$ cat src/rtl/pc_next_unit.sv
// Program-counter register and next-PC selector. Holds the PC under stall and
// keeps the highest-priority redirect seen during a stall until the stall ends.
module pc_next_unit #(
    parameter logic [31:0] RESET_PC = 32'h0040_0000,
    parameter logic [31:0] EXC_VEC  = 32'h0040_0004
) (
    input  logic        clk,
    input  logic        rst,
    input  logic        stall,
    input  logic        br_taken,
    input  logic [31:0] br_off,
    input  logic        jump,
    input  logic [25:0] instr_index,
    input  logic        jr,
    input  logic [31:0] jr_target,
    input  logic        exc,
    input  logic        eret,
    input  logic [31:0] epc,
    output logic [31:0] pc,
    output logic [31:0] pc_plus4,
    output logic        redirect,
    output logic        addr_err
);

    // Larger value means higher priority; SEQ means no request.
    typedef enum logic [2:0] {
        PRIO_SEQ  = 3'd0,
        PRIO_BR   = 3'd1,
        PRIO_JUMP = 3'd2,
        PRIO_JR   = 3'd3,
        PRIO_ERET = 3'd4,
        PRIO_EXC  = 3'd5
    } prio_e;

    logic [31:0] pc_r;
    logic        redirect_r;
    logic        addr_err_r;
    logic        pend_valid_r;
    logic [31:0] pend_tgt_r;
    prio_e       pend_prio_r;

    logic [31:0] pc_plus4_s;
    prio_e       sel_prio_s;
    logic [31:0] sel_tgt_s;
    logic        misaligned_s;
    logic [31:0] chk_tgt_s;

    logic [31:0] pc_nxt_s;
    logic        redirect_nxt_s;
    logic        addr_err_nxt_s;
    logic        pend_valid_nxt_s;
    logic [31:0] pend_tgt_nxt_s;
    prio_e       pend_prio_nxt_s;

    assign pc_plus4_s = pc_r + 32'd4;

    // Pick the highest-priority request and its raw target.
    always_comb begin
        sel_prio_s = PRIO_SEQ;
        sel_tgt_s  = pc_plus4_s;
        if (exc) begin
            sel_prio_s = PRIO_EXC;
            sel_tgt_s  = EXC_VEC;
        end else if (eret) begin
            sel_prio_s = PRIO_ERET;
            sel_tgt_s  = epc;
        end else if (jr) begin
            sel_prio_s = PRIO_JR;
            sel_tgt_s  = jr_target;
        end else if (jump) begin
            sel_prio_s = PRIO_JUMP;
            sel_tgt_s  = {pc_plus4_s[31:28], instr_index, 2'b00};
        end else if (br_taken) begin
            sel_prio_s = PRIO_BR;
            sel_tgt_s  = pc_plus4_s + br_off;
        end else begin
            sel_prio_s = PRIO_SEQ;
            sel_tgt_s  = pc_plus4_s;
        end
    end

    // Misaligned non-sequential targets divert to the exception vector; exc itself is exempt.
    always_comb begin
        misaligned_s = 1'b0;
        case (sel_prio_s)
            PRIO_BR, PRIO_JUMP, PRIO_JR, PRIO_ERET:
                misaligned_s = (sel_tgt_s[1:0] != 2'b00);
            PRIO_SEQ, PRIO_EXC:
                misaligned_s = 1'b0;
            default:
                misaligned_s = 1'b0;
        endcase
        if (misaligned_s) begin
            chk_tgt_s = EXC_VEC;
        end else begin
            chk_tgt_s = sel_tgt_s;
        end
    end

    // Next-state logic: capture into the pending latch while stalled, drain it first on release.
    always_comb begin
        pc_nxt_s         = pc_r;
        redirect_nxt_s   = 1'b0;
        addr_err_nxt_s   = 1'b0;
        pend_valid_nxt_s = pend_valid_r;
        pend_tgt_nxt_s   = pend_tgt_r;
        pend_prio_nxt_s  = pend_prio_r;
        if (stall) begin
            // Equal priority overwrites so the latest same-class request wins.
            if ((sel_prio_s != PRIO_SEQ) &&
                (!pend_valid_r || (sel_prio_s >= pend_prio_r))) begin
                pend_valid_nxt_s = 1'b1;
                pend_tgt_nxt_s   = chk_tgt_s;
                pend_prio_nxt_s  = sel_prio_s;
                addr_err_nxt_s   = misaligned_s;
            end else begin
                pend_valid_nxt_s = pend_valid_r;
            end
        end else if (pend_valid_r) begin
            if (exc) begin
                pc_nxt_s = EXC_VEC;
            end else begin
                pc_nxt_s = pend_tgt_r;
            end
            redirect_nxt_s   = 1'b1;
            pend_valid_nxt_s = 1'b0;
            pend_tgt_nxt_s   = 32'h0000_0000;
            pend_prio_nxt_s  = PRIO_SEQ;
        end else begin
            pc_nxt_s       = chk_tgt_s;
            redirect_nxt_s = (sel_prio_s != PRIO_SEQ);
            addr_err_nxt_s = misaligned_s;
        end
    end

    // State and output registers with synchronous reset.
    always_ff @(posedge clk) begin
        if (rst) begin
            pc_r         <= RESET_PC;
            redirect_r   <= 1'b0;
            addr_err_r   <= 1'b0;
            pend_valid_r <= 1'b0;
            pend_tgt_r   <= 32'h0000_0000;
            pend_prio_r  <= PRIO_SEQ;
        end else begin
            pc_r         <= pc_nxt_s;
            redirect_r   <= redirect_nxt_s;
            addr_err_r   <= addr_err_nxt_s;
            pend_valid_r <= pend_valid_nxt_s;
            pend_tgt_r   <= pend_tgt_nxt_s;
            pend_prio_r  <= pend_prio_nxt_s;
        end
    end

    assign pc       = pc_r;
    assign pc_plus4 = pc_plus4_s;
    assign redirect = redirect_r;
    assign addr_err = addr_err_r;

endmodule

$ cat config.mk
export PLATFORM = sky130hd
export DESIGN_NAME = pc_next_unit
export DESIGN_NICKNAME = d
export VERILOG_FILES = /design/src/rtl/pc_next_unit.sv
export SDC_FILE = /design/constraint.sdc
export NUM_CORES = 1
export LEC_CHECK = 0
export CORE_AREA = 2 2 99 139
export DETAILED_ROUTE_END_ITERATION = 8
export DIE_AREA = 0 0 101 141
export GPL_ROUTABILITY_DRIVEN = 0
export GPL_TIMING_DRIVEN = 0
export PLACE_DENSITY = 0.82
export SYNTH_ARGS = -nofsm -noshare
export SYNTH_HDL_FRONTEND = slang
export SYNTH_SLANG_ARGS = --single-unit
$ cat constraint.sdc
create_clock -name clk -period 8.9 [get_ports clk]
set_clock_uncertainty 0.2 [all_clocks]
set_input_delay 1.78 -clock clk [delete_from_list [all_inputs] [get_ports clk]]
set_output_delay 1.78 -clock clk [all_outputs]
set_load 0.05 [all_outputs]
==> results.sh, run 1 <==
export IMPL_routed_wl_microns=26000
export IMPL_dieHeight_microns=141
export IMPL_place_area_sq_um=8320
export IMPL_initial_utilization_pct=47.3
export IMPL_min_period_over_period_pct=62.1
export IMPL_async_flop_share_pct=0
export IMPL_multiInputGateArea_sq_um=4500
export IMPL_drc_errors=0
export IMPL_status="finished clean"
export IMPL_cts_root_buf="clkbuf_16"
export IMPL_synth_ff_latch_count=70
export IMPL_post_cts_resized=0
export IMPL_worst_slew_pin_slew_ns=1.34
export IMPL_synth_area_leader_cell="dfxtp_1"
export IMPL_crit_buf_inv=2
export IMPL_criticalPathCategory="flip-flop to output pin"
export IMPL_synth_cell_area_sq_um=6210
export IMPL_path_delay_family="buffers and inverters"
export IMPL_grt_ovfl_total=0
export IMPL_antenna_violating_nets_post_route=0
export IMPL_final_fill_count=1186
export IMPL_placementRows=50
export IMPL_clk_pin_slew_ns=0.06
export IMPL_htreeDepth=3
export IMPL_yosysMostFrequentCell="nand2_1"
export IMPL_synth_nets=1000
export IMPL_post_route_cells_drive_above_1_share_pct=5.79
export IMPL_finalInstanceArea_sq_um=8600
export IMPL_setup_viol=0
export IMPL_syn_avg_cell_area_sq_um=7.49
export IMPL_seqCellArea_sq_um=1400
export IMPL_critPathRequiredTime_ns=6.92
export IMPL_synth_area_leaders="dfxtp_1 23%, ha_1 8.1%, o21ai_0 6.9%"
export IMPL_synth_cells=829
export IMPL_ir_drop_mv=0.101
export IMPL_initialDrtViolationCount=997
export IMPL_cp_start_kind="flip-flop"
export IMPL_max_freq_mhz=181
export IMPL_placement_io_buffers=191
export IMPL_critical_path_endpoint_type="output pin"
export IMPL_cts_hold_buffers_added=0
export IMPL_cts_tree="done"
export IMPL_n_antenna_cell=0
export IMPL_area_delta_synth_final_pct=38.5
export IMPL_dominantRegCellSynth="dfxtp_1"
export IMPL_synth_edff_count=0
export IMPL_power_per_cell_area_nw_per_um2=119
export IMPL_synth_seq_area_share_pct=22.6
export IMPL_setup_ws_ns=3.37
export IMPL_timing_max_cap_violations=0
export IMPL_critical_path_slowest_cell="clkdlybuf4s50_1"
export IMPL_die_area_sq_um=14200
export IMPL_grt_antenna_before_repair=0
export IMPL_tritoncts_num_sinks=70
export IMPL_detailedPlace_worstSlack_ns=3.23
export IMPL_hold_class="flip-flop to flip-flop"
export IMPL_fin_crit_ns=5.53
export IMPL_worst_path_maximum_fanout=6
export IMPL_yosysTopAreaCellShare_pct=22.6
export IMPL_grt_pass1_wl_microns=39300
export IMPL_p_leak_uw=0.00334
export IMPL_max_transition_viols_final=0
export IMPL_hold_violations=0
export IMPL_largest_net_degree_at_the_start_of_global_routing=12
export IMPL_slowest_stage_delay_cp_ns=0.90
export IMPL_routed_via_count=7888
export IMPL_detailedPlacementHpwl_microns=20500
export IMPL_detailedRoute_firstPassIterationCount=6
export IMPL_timing_setup_tns_ns=0
export IMPL_ioPinCount=196
export IMPL_die_width_microns=101
export IMPL_grt_total_usage_pct=35.5
export IMPL_yosysUniqueCellTypes=78
export IMPL_yosysWarningCount=0
export IMPL_cts_made_buffers=9
export IMPL_grt_pass1_vias=7443
export IMPL_routedWlPerCell_microns=21.8
export IMPL_rsz0062_at_grt="no"
export IMPL_insertion_delay_ns=0.34
export IMPL_fin_nets=1202
export IMPL_cts_post_setup_buffers_inserted=0
export IMPL_max_slew_margin_pct=10.5
export IMPL_synth_top_cells_by_count="93 x nand2_1, 86 x o21ai_0, 70 x dfxtp_1, 68 x a21oi_1, 59 x nor2_1"
export IMPL_final_util_pct=65.5
export IMPL_routed_via_density=6.62
export IMPL_post_route_hold_slack_ns=0.259
export IMPL_critical_path_cell_chain="ha_1 > and4_1 > and3_1 > clkbuf_1 > and2_1 > nand4_1 > xnor2_1 > clkdlybuf4s50_1"
export IMPL_worst_endpoint_arrival_ns=3.55
export IMPL_cts_max_path_buffers=2
export IMPL_fp_coreArea_sq_um=13100
path summary, 6_finish.rpt:
| kind | start | end | slack (ns) | depth (start not counted) |
|---|---|---|---|---|
| worst min register to register | pend_tgt_r[0]$_SDFFE_PP0P_ | pend_tgt_r[0]$_SDFFE_PP0P_ | 0.26 | 1 |
| worst min-delay path | pend_tgt_r[0]$_SDFFE_PP0P_ | pend_tgt_r[0]$_SDFFE_PP0P_ | 0.26 | 1 |
| worst max-delay path | pc[2]$_SDFFE_PP0N_ | pc_plus4[28] | 3.37 | 8 |
| worst max register to register | pc[2]$_SDFFE_PP0N_ | pend_tgt_r[29]$_SDFFE_PP0P_ | 3.87 | 19 |
where the power goes:
group	leakage (uW)	switching [uW]	internal, uW
Sequential	0.000569	12.8	325
Combinational	0.00264	197	136
Clock	0.000137	132	216
Total	0.00334	343	678
cells by family (layout without fill, tap and decap cells):
| family | after synthesis | after routing | synth area share, % |
|---|---|---|---|
| xor gates and xnor gates | 46 | 46 | 6.79 |
| buffers and inverters | 72 | 279 | 5.02 |
| adders and majority gates | 41 | 41 | 8.38 |
| muxes | 11 | 11 | 1.85 |
| DFF | 70 | 70 | 22.6 |
| and+or+nand+nor | 274 | 274 | 21.5 |
| AOI/OAI and AO/OA | 315 | 315 | 33.9 |
sequential cells by signal, summed over array words and instances (netlist names):
signal	count
addr_err	1
pc	32
pend_prio_r	3
pend_tgt_r	32
pend_valid_r	1
redirect	1
cells in the final DEF, fill, tap and decap left out, types with 6 or more instances in the layout:
master           count
a21o_1              12
a22oi_1             28
nand2_1             93
nand4_1             14
mux2i_1             10
and3_1              11
a22o_1               6
clkdlybuf4s50_1    191
clkbuf_16            9
nand3_1             29
xor2_1              13
clkbuf_1            34
dfxtp_1             70
nor3_1              16
a211oi_1            12
o22ai_1             14
buf_2               11
nor2_1              59
xnor2_1             32
inv_1               21
and4_1               6
a21oi_1             68
ha_1                40
nand2b_1             7
a221oi_1             9
o31ai_1              8
o21ai_0             86
and2_1              11
per-stage QoR:
step / total power, uW / cells
2_1_floorplan: 528 / 829
3_3_place_gp: 665 / 1176
3_5_place_dp: 667 / 1176
4_1_cts: 1010 / 1192
5_1_grt: 1050 / 1192
6_report: 1020 / 1192
layout make-up:
class | count | share of cell area (%)
Clock inverter | 4 | 0.553
Timing Repair Buffer | 191 | 22.2
Inverter | 21 | 0.916
Sequential cell | 70 | 16.3
Tap cell | 156 | 2.27
Multi-Input combinational cell | 687 | 52.3
Clock buffer | 12 | 2.75
Buffer | 51 | 2.71
layer usage:
layer	global-route usage, %	share of wire, %	vias up
met1	42.5	36	3618
met3	6.40	11	152
li1	-	-	3519
met2	57.2	46	599
met5	0	0	-
met4	24.3	7.7	0
No activity file was read; power rests on OpenSTA's default activity.
==> run 2: changes to the inputs <==
==> config.mk (replaced) <==
export PLATFORM = sky130hd
export DESIGN_NAME = pc_next_unit
export DESIGN_NICKNAME = d
export VERILOG_FILES = /design/src/rtl/pc_next_unit.sv
export SDC_FILE = /design/constraint.sdc
export NUM_CORES = 1
export LEC_CHECK = 0
export CORE_AREA = 2 2 100 140
export DETAILED_ROUTE_END_ITERATION = 8
export DIE_AREA = 0 0 102 142
export GPL_ROUTABILITY_DRIVEN = 0
export GPL_TIMING_DRIVEN = 0
export PLACE_DENSITY = 0.81
export SYNTH_ARGS = -nofsm -noshare
export SYNTH_HDL_FRONTEND = slang
export SYNTH_SLANG_ARGS = --single-unit
==> constraint.sdc (replaced) <==
create_clock -name clk -period 5.3 [get_ports clk]
set_clock_uncertainty 0.2 [all_clocks]
set_input_delay 1.06 -clock clk [delete_from_list [all_inputs] [get_ports clk]]
set_output_delay 1.06 -clock clk [all_outputs]
set_load 0.05 [all_outputs]
==> run 2 against run 1 <==
Effect of this change:
- sequential share of layout area fell by 0.073 points
- clock power up 72%
- final area rose by 0.45%
- critical endpoint is now pc[29]$_SDFFE_PP0N_
- utilization decreased by 0.33 points
- global-route usage about the same
- wire length is 1.7% higher
- non-clock buffer count unchanged
- sequential power increased by 68%
- die area is 1.7% higher
==> results.sh, run 2 (synthesized netlist as in run 1, its figures left out) <==
export IMPL_status="finished clean"
export IMPL_timing_max_cap_violations=0
export IMPL_die_width_microns=102
export IMPL_final_common_cell="clkdlybuf4s50_1"
export IMPL_ioPinCount=196
export IMPL_cts_tree="done"
export IMPL_ir_drop_mv=0.176
export IMPL_final_fill_count=1173
export IMPL_clk_pin_slew_ns=0.06
export IMPL_placement_io_buffers=191
export IMPL_cts_hold_buffers_added=0
export IMPL_tritoncts_num_sinks=70
export IMPL_detailedRoute_firstPassIterationCount=7
export IMPL_htreeDepth=3
export IMPL_dieHeight_microns=142
export IMPL_seqCellArea_sq_um=1400
export IMPL_multiInputGateArea_sq_um=4500
export IMPL_critical_path_endpoint_type="flip-flop"
export IMPL_cts_post_setup_buffers_inserted=0
export IMPL_detailedPlacementHpwl_microns=20700
export IMPL_grt_pass1_vias=7385
export IMPL_rsz0062_at_grt="no"
export IMPL_n_antenna_cell=0
export IMPL_cp_start_kind="flip-flop"
export IMPL_die_area_sq_um=14500
export IMPL_final_util_pct=65.1
export IMPL_antenna_violating_nets_post_route=0
export IMPL_cts_root_buf="clkbuf_16"
export IMPL_routed_via_density=6.52
export IMPL_grt_ovfl_total=0
export IMPL_initialDrtViolationCount=993
export IMPL_post_route_cells_drive_above_1_share_pct=5.89
export IMPL_max_transition_viols_final=0
export IMPL_power_per_cell_area_nw_per_um2=200
export IMPL_routed_wl_microns=26500
export IMPL_max_freq_mhz=202
export IMPL_criticalPathCategory="flip-flop to flip-flop"
export IMPL_routed_via_count=7936
export IMPL_layout_common_cells="191 x clkdlybuf4s50_1, 93 x nand2_1, 86 x o21ai_0, 70 x dfxtp_1, 68 x a21oi_1"
export IMPL_p_leak_uw=0.00335
export IMPL_worst_path_maximum_fanout=8
export IMPL_post_cts_resized=0
export IMPL_cts_max_path_buffers=2
export IMPL_initial_utilization_pct=46.8
export IMPL_critPathRequiredTime_ns=5.29
export IMPL_placementRows=50
export IMPL_fp_coreArea_sq_um=13300
export IMPL_area_delta_synth_final_pct=39.1
export IMPL_drc_errors=0
export IMPL_cts_made_buffers=9
export IMPL_insertion_delay_ns=0.34
export IMPL_setup_viol=0
export IMPL_largest_net_degree_at_the_start_of_global_routing=12
export IMPL_timing_setup_tns_ns=0
export IMPL_fin_nets=1202
export IMPL_fin_crit_ns=4.96
export IMPL_routedWlPerCell_microns=21.7
export IMPL_max_slew_margin_pct=5.20
export IMPL_min_period_over_period_pct=93.6
export IMPL_hold_violations=0
export IMPL_worst_slew_pin_slew_ns=1.42
export IMPL_grt_antenna_before_repair=0
export IMPL_worst_endpoint_arrival_ns=4.96
export IMPL_hold_class="flip-flop to flip-flop"
export IMPL_grt_total_usage_pct=35.5
export IMPL_grt_pass1_wl_microns=39200
-- run 2: cell count changes in the layout (fill, tap and decap cells not counted) --
cell / previous run / this run
clkbuf_8: 0 / 1
clkbuf_1: 34 / 32
-- run 2: worst paths after layout --
path | from | endpoint | slack (ns) | depth (start not counted)
worst max-delay path | pc[2]$_SDFFE_PP0N_ | pc[29]$_SDFFE_PP0N_ | 0.34 | 19
worst min-delay path | pend_tgt_r[29]$_SDFFE_PP0P_ | pend_tgt_r[29]$_SDFFE_PP0P_ | 0.25 | 2
worst max register to register | pc[2]$_SDFFE_PP0N_ | pc[29]$_SDFFE_PP0N_ | 0.34 | 19
worst min register to register | pend_tgt_r[29]$_SDFFE_PP0P_ | pend_tgt_r[29]$_SDFFE_PP0P_ | 0.25 | 2
-- run 2: layout make-up --
| class | instances | area share, % |
|---|---|---|
| plain buffers | 51 | 2.69 |
| clock buffers | 11 | 2.81 |
| clock inverters | 4 | 0.550 |
| inverters | 21 | 0.912 |
| multi-input cells | 687 | 52.0 |
| flip-flops and latches | 70 | 16.2 |
| well taps | 182 | 2.64 |
| repair buffers | 191 | 22.1 |
-- run 2: through the flow --
step | instance area, sq um | std cells | total power, uW | hold slack [ns] | setup WS (ns)
after global routing | 8640 | 1217 | 1780 | 0.263 | 0.105
after floorplan | 6210 | 829 | 886 | 0.217 | 0.300
after detailed placement | 8350 | 1202 | 1120 | 0.240 | 0.334
after global placement | 8350 | 1202 | 1120 | 0.233 | 0.425
after CTS | 8640 | 1217 | 1710 | 0.252 | 0.505
final | 8640 | 1217 | 1730 | 0.250 | 0.338
-- run 2: where the power goes --
| group | switching [uW] | internal [uW] |
|---|---|---|
| Combinational | 333 | 229 |
| Sequential | 21.9 | 546 |
| Clock | 225 | 373 |
-- run 2: layer usage --
metal | vias to the layer above | routed length (microns) | global-route usage (%) | part of all wire (%)
met3 | 163 | 3100 | 5.16 | 12
met2 | 645 | 12200 | 57.5 | 46
met4 | 0 | 1970 | 22.7 | 7.5
li1 | 3513 | - | - | -
met5 | - | 0 | 0 | 0
met1 | 3615 | 9220 | 43.4 | 35
-- run 2: worst max-delay path: stages (launching register included) --
cell and delay [ns]:
dfxtp_1 0.45, ha_1 0.25, and4_1 0.30, and3_1 0.17, clkbuf_1 0.24, and2_1 0.29
nand2_1 0.09, xor2_1 0.33, inv_1 0.11, ha_1 0.28, clkbuf_1 0.26, a21oi_1 0.15
o21ai_0 0.43, a31oi_1 0.15, o21ai_0 0.26, a21oi_1 0.11, a21oi_1 0.13, a41oi_1 0.05
o21ai_0 0.42, o22ai_1 0.13
==> run 3: changes to the inputs <==
--- a/config.mk
+++ b/config.mk
@@ -9,7 +9,6 @@
 export DETAILED_ROUTE_END_ITERATION = 8
 export DIE_AREA = 0 0 102 142
 export GPL_ROUTABILITY_DRIVEN = 0
-export GPL_TIMING_DRIVEN = 0
 export PLACE_DENSITY = 0.81
 export SYNTH_ARGS = -nofsm -noshare
 export SYNTH_HDL_FRONTEND = slang
==> run 3 against run 2 <==
Effect of this change:
- clock power shrank 3%
- final area shrank 0.52%
- worst setup slack lost 0.033 ns
- register-to-register slack lost 0.03 ns
- die area is the same
- fmax shrank 0.65%
- largest power group unchanged
==> results.sh, run 3 (synthesized netlist as in run 1, its figures left out) <==
export IMPL_dieHeight_microns=142
export IMPL_timing_setup_tns_ns=0
export IMPL_start_point_of_the_worst_hold_path="pend_tgt_r[24]$_SDFFE_PP0P_"
export IMPL_post_cts_resized=0
export IMPL_detailedPlacementHpwl_microns=19100
export IMPL_worst_endpoint_arrival_ns=5.02
export IMPL_drc_errors=0
export IMPL_critical_path_endpoint_type="flip-flop"
export IMPL_cts_max_path_buffers=2
export IMPL_fin_crit_ns=4.99
export IMPL_min_delay_worst_endpoint="pend_tgt_r[24]$_SDFFE_PP0P_"
export IMPL_fp_coreArea_sq_um=13300
export IMPL_critPathRequiredTime_ns=5.33
export IMPL_htreeDepth=3
export IMPL_antenna_violating_nets_post_route=0
export IMPL_insertion_delay_ns=0.34
export IMPL_die_width_microns=102
export IMPL_max_slew_margin_pct=43.3
export IMPL_grt_pass1_vias=7166
export IMPL_initial_utilization_pct=46.8
export IMPL_max_freq_mhz=200
export IMPL_clk_pin_slew_ns=0.06
export IMPL_final_common_cell="clkdlybuf4s50_1"
export IMPL_timing_max_cap_violations=0
export IMPL_grt_ovfl_total=0
export IMPL_placementRows=50
export IMPL_cts_tree="done"
export IMPL_min_period_over_period_pct=94.2
export IMPL_crit_reg2reg_launch="pc[7]$_SDFFE_PP0N_"
export IMPL_rsz0062_at_grt="no"
export IMPL_cts_hold_buffers_added=0
export IMPL_critical_path_cell_chain="and4_1 > and4_4 > and2_1 > nand3_1 > xnor2_1 > ha_1 > a21o_1 > o21bai_1 > or2_2 > a311oi_1 > o41ai_2 > xnor2_1 > nand4_1 > a32o_1"
export IMPL_slowest_stage_delay_cp_ns=0.54
export IMPL_ioPinCount=196
export IMPL_routed_via_density=6.43
export IMPL_routedWlPerCell_microns=21.1
export IMPL_criticalPathCategory="flip-flop to flip-flop"
export IMPL_worst_slew_pin_slew_ns=0.847
export IMPL_power_per_cell_area_nw_per_um2=198
export IMPL_cp_start_kind="flip-flop"
export IMPL_routed_wl_microns=25100
export IMPL_grt_pass1_wl_microns=37800
export IMPL_hold_class="flip-flop to flip-flop"
export IMPL_power_total_uw=1700
export IMPL_initialDrtViolationCount=855
export IMPL_routed_via_count=7656
export IMPL_post_route_cells_drive_above_1_share_pct=6.64
export IMPL_hold_violations=0
export IMPL_status="finished clean"
export IMPL_p_leak_uw=0.00335
export IMPL_critical_path_slowest_cell="a311oi_1"
export IMPL_area_delta_synth_final_pct=38.4
export IMPL_placement_io_buffers=195
export IMPL_grt_antenna_before_repair=0
export IMPL_crit_buf_inv=0
export IMPL_path_delay_family="simple AND/OR/NAND/NOR gates"
export IMPL_final_fill_count=1180
export IMPL_worst_r2r_path_depth=14
export IMPL_setup_viol=0
export IMPL_detailedRoute_firstPassIterationCount=6
export IMPL_max_transition_viols_final=0
export IMPL_die_area_sq_um=14500
export IMPL_cts_post_setup_buffers_inserted=0
export IMPL_worst_path_maximum_fanout=8
export IMPL_cts_made_buffers=9
export IMPL_cp_common_cell="xnor2_1"
export IMPL_ir_drop_mv=0.162
export IMPL_min_delay_path_depth=2
export IMPL_worst_r2r_setup_slack_ns=0.31
export IMPL_layout_common_cells="194 x clkdlybuf4s50_1, 93 x nand2_1, 86 x o21ai_0, 70 x dfxtp_1, 68 x a21oi_1"
export IMPL_n_antenna_cell=0
export IMPL_largest_net_degree_at_the_start_of_global_routing=31
export IMPL_grt_total_usage_pct=33.7
export IMPL_tritoncts_num_sinks=70
export IMPL_r2r_end="pend_tgt_r[30]$_SDFFE_PP0P_"
export IMPL_fin_nets=1175
export IMPL_cts_root_buf="clkbuf_16"
run 3: cell count changes in the layout (fill, tap and decap cells not counted), moves of 2 or more:
cell,before,now
clkdlybuf4s50_1,191,194
buf_2,11,1
clkbuf_8,1,3
buf_4,3,20
buf_1,3,0
clkbuf_1,32,1
buf_6,2,0
run 3: layer usage:
| layer | vias to the layer above | share of wire, % | wire length [microns] | track usage [%] |
|---|---|---|---|---|
| met3 | 113 | 11 | 2710 | 4.76 |
| li1 | 3467 | - | - | - |
| met4 | 0 | 5.7 | 1420 | 18.4 |
| met5 | - | 0 | 0 | 0 |
| met2 | 567 | 47 | 11700 | 54.6 |
| met1 | 3509 | 37 | 9250 | 42.6 |
run 3: worst min-delay path: cells and delay by family (launching register included):
family | cells | cell delay [ns]
AOI/OAI and AO/OA | 1 | 0.05
DFF | 1 | 0.31
and+or+nand+nor | 1 | 0.05
run 3: worst max path at each step:
stage / startpoint / end / slack [ns] / cells after the start
4_1_cts: pc[7]$_SDFFE_PP0N_ / pend_tgt_r[30]$_SDFFE_PP0P_ / 0.47 / 14
2_1_floorplan: pc[2]$_SDFFE_PP0N_ / pend_tgt_r[31]$_SDFFE_PP0P_ / 0.30 / 16
3_5_place_dp: pc[7]$_SDFFE_PP0N_ / pend_tgt_r[30]$_SDFFE_PP0P_ / 0.51 / 14
5_1_grt: pc[7]$_SDFFE_PP0N_ / pend_tgt_r[30]$_SDFFE_PP0P_ / 0.25 / 14
6_report: pc[7]$_SDFFE_PP0N_ / pend_tgt_r[30]$_SDFFE_PP0P_ / 0.31 / 14
3_3_place_gp: pc[7]$_SDFFE_PP0N_ / pend_tgt_r[30]$_SDFFE_PP0P_ / 0.57 / 14
run 3: report_power, final:
| group | switching (uW) | leakage [uW] | total (uW) | internal (uW) |
|---|---|---|---|---|
| logic | 321 | 0.00264 | 553 | 232 |
| clock network | 229 | 0.000142 | 583 | 354 |
| registers | 22.7 | 0.000569 | 569 | 546 |
| total | 573 | 0.00335 | 1700 | 1130 |
run 3: cell type report:
type / instances / area [sq um] / share of cell area [%]
flip-flops and latches: 70 / 1400 / 16.3
inverters: 21 / 78.8 / 0.917
repair buffers: 215 / 2100 / 24.4
clock inverters: 3 / 17.5 / 0.204
clock buffers: 13 / 270 / 3.14
multi-input cells: 687 / 4500 / 52.4
well taps: 182 / 228 / 2.65
run 3: metrics by stage:
| step | utilization [%] | hold slack [ns] | setup WS, ns | area, sq um | std cells |
|---|---|---|---|---|---|
| floorplan | - | 0.217 | 0.300 | 6210 | 829 |
| global placement | 62.6 | 0.233 | 0.568 | 8310 | 1175 |
| detailed placement | 62.6 | 0.238 | 0.507 | 8310 | 1175 |
| CTS | 64.8 | 0.253 | 0.468 | 8590 | 1191 |
| global route | 64.8 | 0.277 | 0.246 | 8590 | 1191 |
| finish | 64.8 | 0.253 | 0.306 | 8590 | 1191 |
